### src/rtl/slt_serial_compare.sv
// slt_serial_compare
//
// Bit-serial signed/unsigned less-than comparator for the slt/sltu
// instructions. A compare runs a ripple-borrow subtraction a - b one bit
// per clock, LSB first, over 32 RUN cycles. The final borrow gives the
// unsigned result. The signed result is that borrow corrected by the two
// operand sign bits. A running OR of the difference bits gives equality.
//
// Ports
//   clk         : single clock, all state changes on the rising edge
//   reset       : synchronous active-high reset
//   start       : request a compare (only looked at in IDLE)
//   a, b        : 32-bit operands (rs, rt)
//   is_unsigned : 1 = sltu semantics, 0 = slt semantics
//   busy        : high while a compare is in RUN or DONE
//   done        : one-cycle pulse when lt/eq become valid
//   lt          : compare result bit (zero-extended by the datapath)
//   eq          : a == b for the last completed compare

module slt_serial_compare (
  input  logic        clk,
  input  logic        reset,
  input  logic        start,
  input  logic [31:0] a,
  input  logic [31:0] b,
  input  logic        is_unsigned,
  output logic        busy,
  output logic        done,
  output logic        lt,
  output logic        eq
);

  localparam logic [1:0] IDLE = 2'd0;
  localparam logic [1:0] RUN  = 2'd1;
  localparam logic [1:0] DONE = 2'd2;

  logic [1:0]  state;
  logic [31:0] a_reg;
  logic [31:0] b_reg;
  logic        unsigned_reg;
  logic [4:0]  cnt;
  logic        borrow;
  logic        nz;

  // Current bit slice of the subtraction a - b, taken from the latched
  // operands so that input changes after start cannot affect the result.
  logic a_bit;
  logic b_bit;
  logic diff;
  logic borrow_next;

  assign a_bit       = a_reg[cnt];
  assign b_bit       = b_reg[cnt];
  assign diff        = a_bit ^ b_bit ^ borrow;
  assign borrow_next = (~a_bit & b_bit) | (~(a_bit ^ b_bit) & borrow);

  // Status outputs come straight from the state register, so there is
  // no combinational path from any input to busy or done.
  assign busy = (state == RUN) || (state == DONE);
  assign done = (state == DONE);

  always_ff @(posedge clk) begin
    if (reset) begin
      state        <= IDLE;
      a_reg        <= '0;
      b_reg        <= '0;
      unsigned_reg <= 1'b0;
      cnt          <= '0;
      borrow       <= 1'b0;
      nz           <= 1'b0;
      lt           <= 1'b0;
      eq           <= 1'b0;
    end else begin
      case (state)
        IDLE: begin
          if (start) begin
            a_reg        <= a;
            b_reg        <= b;
            unsigned_reg <= is_unsigned;
            cnt          <= '0;
            borrow       <= 1'b0;
            nz           <= 1'b0;
            state        <= RUN;
          end
        end
        RUN: begin
          borrow <= borrow_next;
          nz     <= nz | diff;
          // The 5-bit counter wraps from 31 back to 0 on the last bit.
          cnt    <= cnt + 5'd1;
          if (cnt == 5'd31) begin
            // The borrow out of bit 31 is the unsigned a < b. For the
            // signed compare, flipping it by both sign bits gives the
            // two's-complement ordering.
            if (unsigned_reg) begin
              lt <= borrow_next;
            end else begin
              lt <= borrow_next ^ a_reg[31] ^ b_reg[31];
            end
            eq    <= ~(nz | diff);
            state <= DONE;
          end
        end
        DONE: begin
          state <= IDLE;
        end
        default: begin
          state <= IDLE;
        end
      endcase
    end
  end

endmodule

### config.mk
export PLATFORM = sky130hd
export DESIGN_NAME = slt_serial_compare
export DESIGN_NICKNAME = d
export VERILOG_FILES = /design/src/rtl/slt_serial_compare.sv
export SDC_FILE = /design/constraint.sdc
export NUM_CORES = 1
export LEC_CHECK = 0
export BUFFER_PORTS_ARGS = -buffer_cell sky130_fd_sc_hd__clkbuf_2
export CAP_MARGIN = 20
export CORE_ASPECT_RATIO = 1.1
export CORE_MARGIN = 2
export CORE_UTILIZATION = 40
export CTS_CLUSTER_SIZE = 24
export DETAILED_ROUTE_END_ITERATION = 10
export GPL_ROUTABILITY_DRIVEN = 0
export GPL_TIMING_DRIVEN = 0
export PLACE_DENSITY_LB_ADDON = 0.25
export SLEW_MARGIN = 20
export SYNTH_ARGS = -nofsm -noshare
export SYNTH_HDL_FRONTEND = slang
export SYNTH_SLANG_ARGS = --single-unit
### constraint.sdc
create_clock -name clk -period 3.22 [get_ports clk]
set_clock_uncertainty 0.2 [all_clocks]
set_input_delay 0.161 -clock clk [delete_from_list [all_inputs] [get_ports clk]]
set_output_delay 0.161 -clock clk [all_outputs]
set_load 0.05 [all_outputs]
Word-level counts from Yosys, hierarchy flattened
Cells that the tools add are included.

$add $sub $neg: 1. $lt $le $gt $ge: 1. Eq/ne operators: 5. Mux-type cells: 13. Bitwise operators: 11. Reductions and logical operators: 7.

Operator list (number): binary-select mux 1 bit (select 5 bit) (2); case mux 5 bit (2 select lines) (1); AND reduction 2 bit (4); < comparator 5 x 6 -> 1 bit (second input constant) (1); adder 5 x 1 -> 5 bit (second input constant) (1); == test 5 bit (second input constant) (1); 2-to-1 mux 5 bit (1); 2-to-1 mux 1 bit (4); 2-to-1 mux 2 bit (2); case mux 1 bit (2 select lines) (2); case mux 2 bit (2 select lines) (1); XOR 1 bit (4); inverter 1 bit (3); AND 1 bit (2); == test 2 x 1 -> 1 bit (second input constant) (1); == test 2 bit (second input constant) (1); logical NOT 2 bit (1); != test 2 x 1 -> 1 bit (second input constant) (1); != test 2 bit (second input constant) (1); OR 1 bit (2); nonzero test 2 bit (1); logical OR 1 bit (1).

Register bits after elaboration: 76. Bits of input ports: 68. Output and inout port bits: 4. Word-level logic and storage cells: 47.

Logic depth before layout (Yosys ltp)
Depth after elaboration: 9. Mapped depth: 10. Gate-level depth less buffers: 8.

Least setup slack after synthesis
OpenSTA, ideal clock, no wires.

Path type: reg-to-reg. Start point: reg cnt[0]. End point: reg lt. Arrival time: 2.260 ns. Data required time: 2.888 ns. Setup slack: 0.627 ns. Stages on the path, launching flop included: 9. Path buffers: 1. Period minus slack after synthesis: 2.593 ns. Cells stage by stage: dfxtp_1 > buf_6 > mux4_2 > a311oi_1 > a22oi_1 > fa_1 > or3_1 > nand4_1 > a21oi_1.

Cells in the longest elaborated chain, start to end: 9. Elaborated cells between the ends (all ways): 15. Those cells by class: eq/ne (1); mux (5); bitwise (8); reduce/logical (1).

Ends and longest elaborated chain: start, declared (line 41) `logic [4:0] cnt;`; start signal, assigned (line 90) `cnt <= cnt + 5'd1;`; binary-select mux 1 bit (select 5 bit) (on tied branches) (line 52, 53); 2-to-1 mux 1 bit (on tied branches) (line 52, 53); XOR 1 bit (line 55) `assign borrow_next = (~a_bit & b_bit) | (~(a_bit ^ b_bit) & borrow);`; inverter 1 bit (line 55); AND 1 bit (line 55); OR 1 bit (line 55); XOR 1 bit (2 in series) (line 98) `lt <= borrow_next ^ a_reg[31] ^ b_reg[31];`; 2-to-1 mux 1 bit (line 95) `if (unsigned_reg) begin`; end signal, assigned (line 96) `lt <= borrow_next;`; end signal, assigned (line 98); end, declared (line 29) `output logic lt,`.

Several ways; a longest one is shown, not always the timed one. The select of a mux whose other input is x is not followed. A chain may end at the register's enable or synchronous reset.

Final worst setup path
Start point: reg cnt[1]. End point: reg lt.

Same word-level chain as after synthesis.

==> impl_metrics.toml <==
[yosys]
synth_fa_ha_area_frac = 0.0243
synth_top_family_by_area = "simple AND/OR/NAND/NOR gates"
synthXorXnorAreaFrac = 0.00258
synth_compound_area_frac = 0.169
synthTopCellsByArea = "dfxtp_1 45%, nand2_1 15%, a21oi_1 11%"
synthMuxAreaShare = 0.107
ys_warn_count = 0
synthSimpleGateAreaFrac = 0.192
seq_area_frac_synth = 0.448
async_flop_share = 0
syn_avg_cell_area_sq_um = 8.43
yosysTopAreaCell = "dfxtp_1"
syn-num-nets = 477
synth_commonest_cells = "135 x nand2_1, 76 x dfxtp_1, 73 x a21oi_1, 16 x mux2i_1, 13 x clkbuf_1"
netlist_area_sq_um = 3400
synth_ff_type = "dfxtp_1"
synthDistinctLibCells = 42
synthMostInstantiatedCell = "nand2_1"
ys_ff_latch = 76
yosysTopAreaCellShare = 0.448
synth_edf_count = 0
netlist_instances = 403

[floorplan]
rows = 35
die_area_sq_um = 9250
core_region_area_sq_um = 8320
die_x_um = 91.9
die_h_um = 101
start_util = 0.408
io_pins = 72

[critical_path]
cp_data_required_time_ns = 3.23
endpoint_kind = "flip-flop"
criticalPathCategory = "reg2reg"
start_kind = "flip-flop"
critPathLaunch = "cnt[1]$_SDFFE_PP0P_"
worstReg2RegEnd = "lt$_SDFFE_PP0P_"
critical-path-slowest-cell = "mux4_1"
r2r_slack_ns = 0.26
worstPathArrival_ns = 2.97
crit_path_max_incr_delay_ns = 0.61
r2r-start = "cnt[1]$_SDFFE_PP0P_"
path_cells = "buf_6, mux4_1, o21ai_0, a22oi_1, fa_1, or3_1, nand4_1, a21oi_1"
r2r_cells = 8
critPathMaxFanout = 10

[timing]
setup_ws_ns = 0.262
fin_tns_setup_ns = 0
rsz0062_at_grt = "false"
hold_viol = 0
fin_crit_ns = 2.96
finalMaxSlewViolations = 0
relSlewSlack = 0.603
fin_crit_sh = 0.919
worst_slew_pin_slew_ns = 0.596
holdWs_ns = 0.0184
fmax_mhz = 338
setup_viol = 0

[layout]
num_antenna_cells = 0
register_area_sq_um = 1520
nets = 624
area.growth.synth_to_final_pct = 39.4
multi_input_area_sq_um = 1680
fillers = 784
stdcell_area_sq_um = 4730
fin_cells = 666
drive_above_1_share = 0.193
fin_util = 0.569

[clocking]
cts_root_buffer = "clkbuf_8"
cts.sinks = 76
tritoncts = "yes"
clock_latency_ns = 0.35
clk_pin_slew_worst_paths_ns = 0.08
cts_setup_buffers = 0
cts_max_path_buffers = 2
cts_buffers = 9
htreeDepth = 3
cts_resized = 0

[detailed_routing]
drt_first_iter_violations = 181
wire_per_inst_um = 13.6
antenna_left = 0
drtPass1Iterations = 4
num_vias = 3313
routed_wl_um = 9070
drc = 0
routed_via_density = 4.97

[pwr]
p_comb_frac = 0.173
vdd_drop_max_uv = 215
power.share.sequential = 0.500
switchingPower_mw = 0.559
cellLeakagePower_nw = 1.91
finalPower_mw = 2.05
intPower_mw = 1.49
power_frac_clock = 0.327
power.density_nw_per_um2 = 433
sw_frac_of_total = 0.272

[global_routing]
grt_pass1_vias = 3201
antenna_found_initial = 0
busiest_layer = "met2"
grt_max_degree = 14
grt-ovfl-total = 0
grt_usage = 0.202
grt_pass1_wl_um = 14700
grtUsageMet3 = 0.0292
globalRouteMet2Util = 0.348
grt_use_met1 = 0.251

[hold_path]
hold_path_class = "in2reg"
hold_start = "reset"
whs_path_depth = 2
holdPathEnd = "b_reg[27]$_SDFFE_PP0P_"

[place]
io_buffers = 70
place_ws_ns = 0.302
dp_hpwl_um = 6090
dp.cells = 584
placed_area_sq_um = 3890

[job]
drv_cap = 0

[status]
status = "finished, final reports clean"
[kinds of logic after synthesis]
| kind of cell | count (synthesis) |
|---|---|
| AND/OR/NAND/NOR | 160 |
| AO/OA/AOI/OAI | 101 |
| flip-flops | 76 |
| buffers and inverters | 35 |
| multiplexers | 24 |
| adder cells (fa/ha/maj) | 6 |
| XOR/XNOR | 1 |
[layer usage]
layer  wire length [um]  part of all wire
met5                  0                 0
met4                182             0.020
met3                371             0.041
met2               4430              0.49
met1               4090              0.45
[power groups by stage]
| stage | Clock [mW] | Sequential (mW) | Combinational [mW] |
|---|---|---|---|
| after global placement | 0 | 1.05 | 0.284 |
| after floorplan | 0 | 1.04 | 0.196 |
| after global routing | 0.719 | 1.03 | 0.395 |
| after detailed placement | 0 | 1.05 | 0.290 |
| after CTS | 0.683 | 1.03 | 0.354 |
| final | 0.670 | 1.03 | 0.355 |
[placed cells by master, fill, tap and decap left out, drive strengths merged]
| cell | instances |
|---|---|
| buf | 16 |
| mux4 | 8 |
| inv | 5 |
| and3 | 2 |
| clkinvlp | 3 |
| a22oi | 1 |
| dlygate4sd3 | 66 |
| o311ai | 1 |
| and2 | 1 |
| a31oi | 2 |
| ha | 5 |
| a2bb2oi | 1 |
| o31a | 1 |
| dfxtp | 76 |
| a221oi | 4 |
| mux2i | 16 |
| nand2 | 135 |
| fa | 1 |
| o221ai | 2 |
| o22ai | 2 |
| nand3b | 2 |
| a21oi | 73 |
| or3 | 1 |
| nor2b | 1 |
| a311oi | 2 |
| clkinv | 2 |
| nand4 | 3 |
| or3b | 1 |
| nand2b | 2 |
| nand3 | 1 |
| o21ai | 8 |
| xnor2 | 1 |
| a32oi | 2 |
| a22o | 1 |
| and2b | 1 |
| nor2 | 5 |
| clkbuf | 95 |
| a211oi | 1 |
| nor3 | 5 |
[worst max path at each step]
stage / end / slack, ns / cells after the start
5_1_grt: lt$_SDFFE_PP0P_ / 0.20 / 8
6_report: lt$_SDFFE_PP0P_ / 0.26 / 8
3_5_place_dp: lt$_SDFFE_PP0P_ / 0.30 / 8
3_3_place_gp: lt$_SDFFE_PP0P_ / 0.32 / 8
2_1_floorplan: lt$_SDFFE_PP0P_ / 0.63 / 8
4_1_cts: lt$_SDFFE_PP0P_ / 0.28 / 8
[worst max-delay path: cells and delay by family, from the launching register on]
kind / cells / cell delay [ns]
AOI/OAI and AO/OA: 3 / 0.47
muxes: 1 / 0.61
adders and majority gates: 1 / 0.44
buffers and inverters: 1 / 0.22
and+or+nand+nor: 2 / 0.47
DFF: 1 / 0.41
[timing repair]
| action | in CTS | in global routing |
|---|---|---|
| hold buffers | 66 | 0 |
| endpoints found under the setup margin | 0 | 0 |
| endpoints found under the hold margin | 66 | 0 |
[cell type report]
| type | instances | share of cell area |
|---|---|---|
| multi-input cells | 292 | 0.355 |
| inverters | 5 | 0.00396 |
| plain buffers | 30 | 0.0373 |
| repair buffers | 136 | 0.214 |
| flip-flops and latches | 76 | 0.321 |
| clock inverters | 5 | 0.00766 |
| well taps | 111 | 0.0293 |
| clock buffers | 11 | 0.0320 |
No activity file was read; power rests on OpenSTA's default activity.
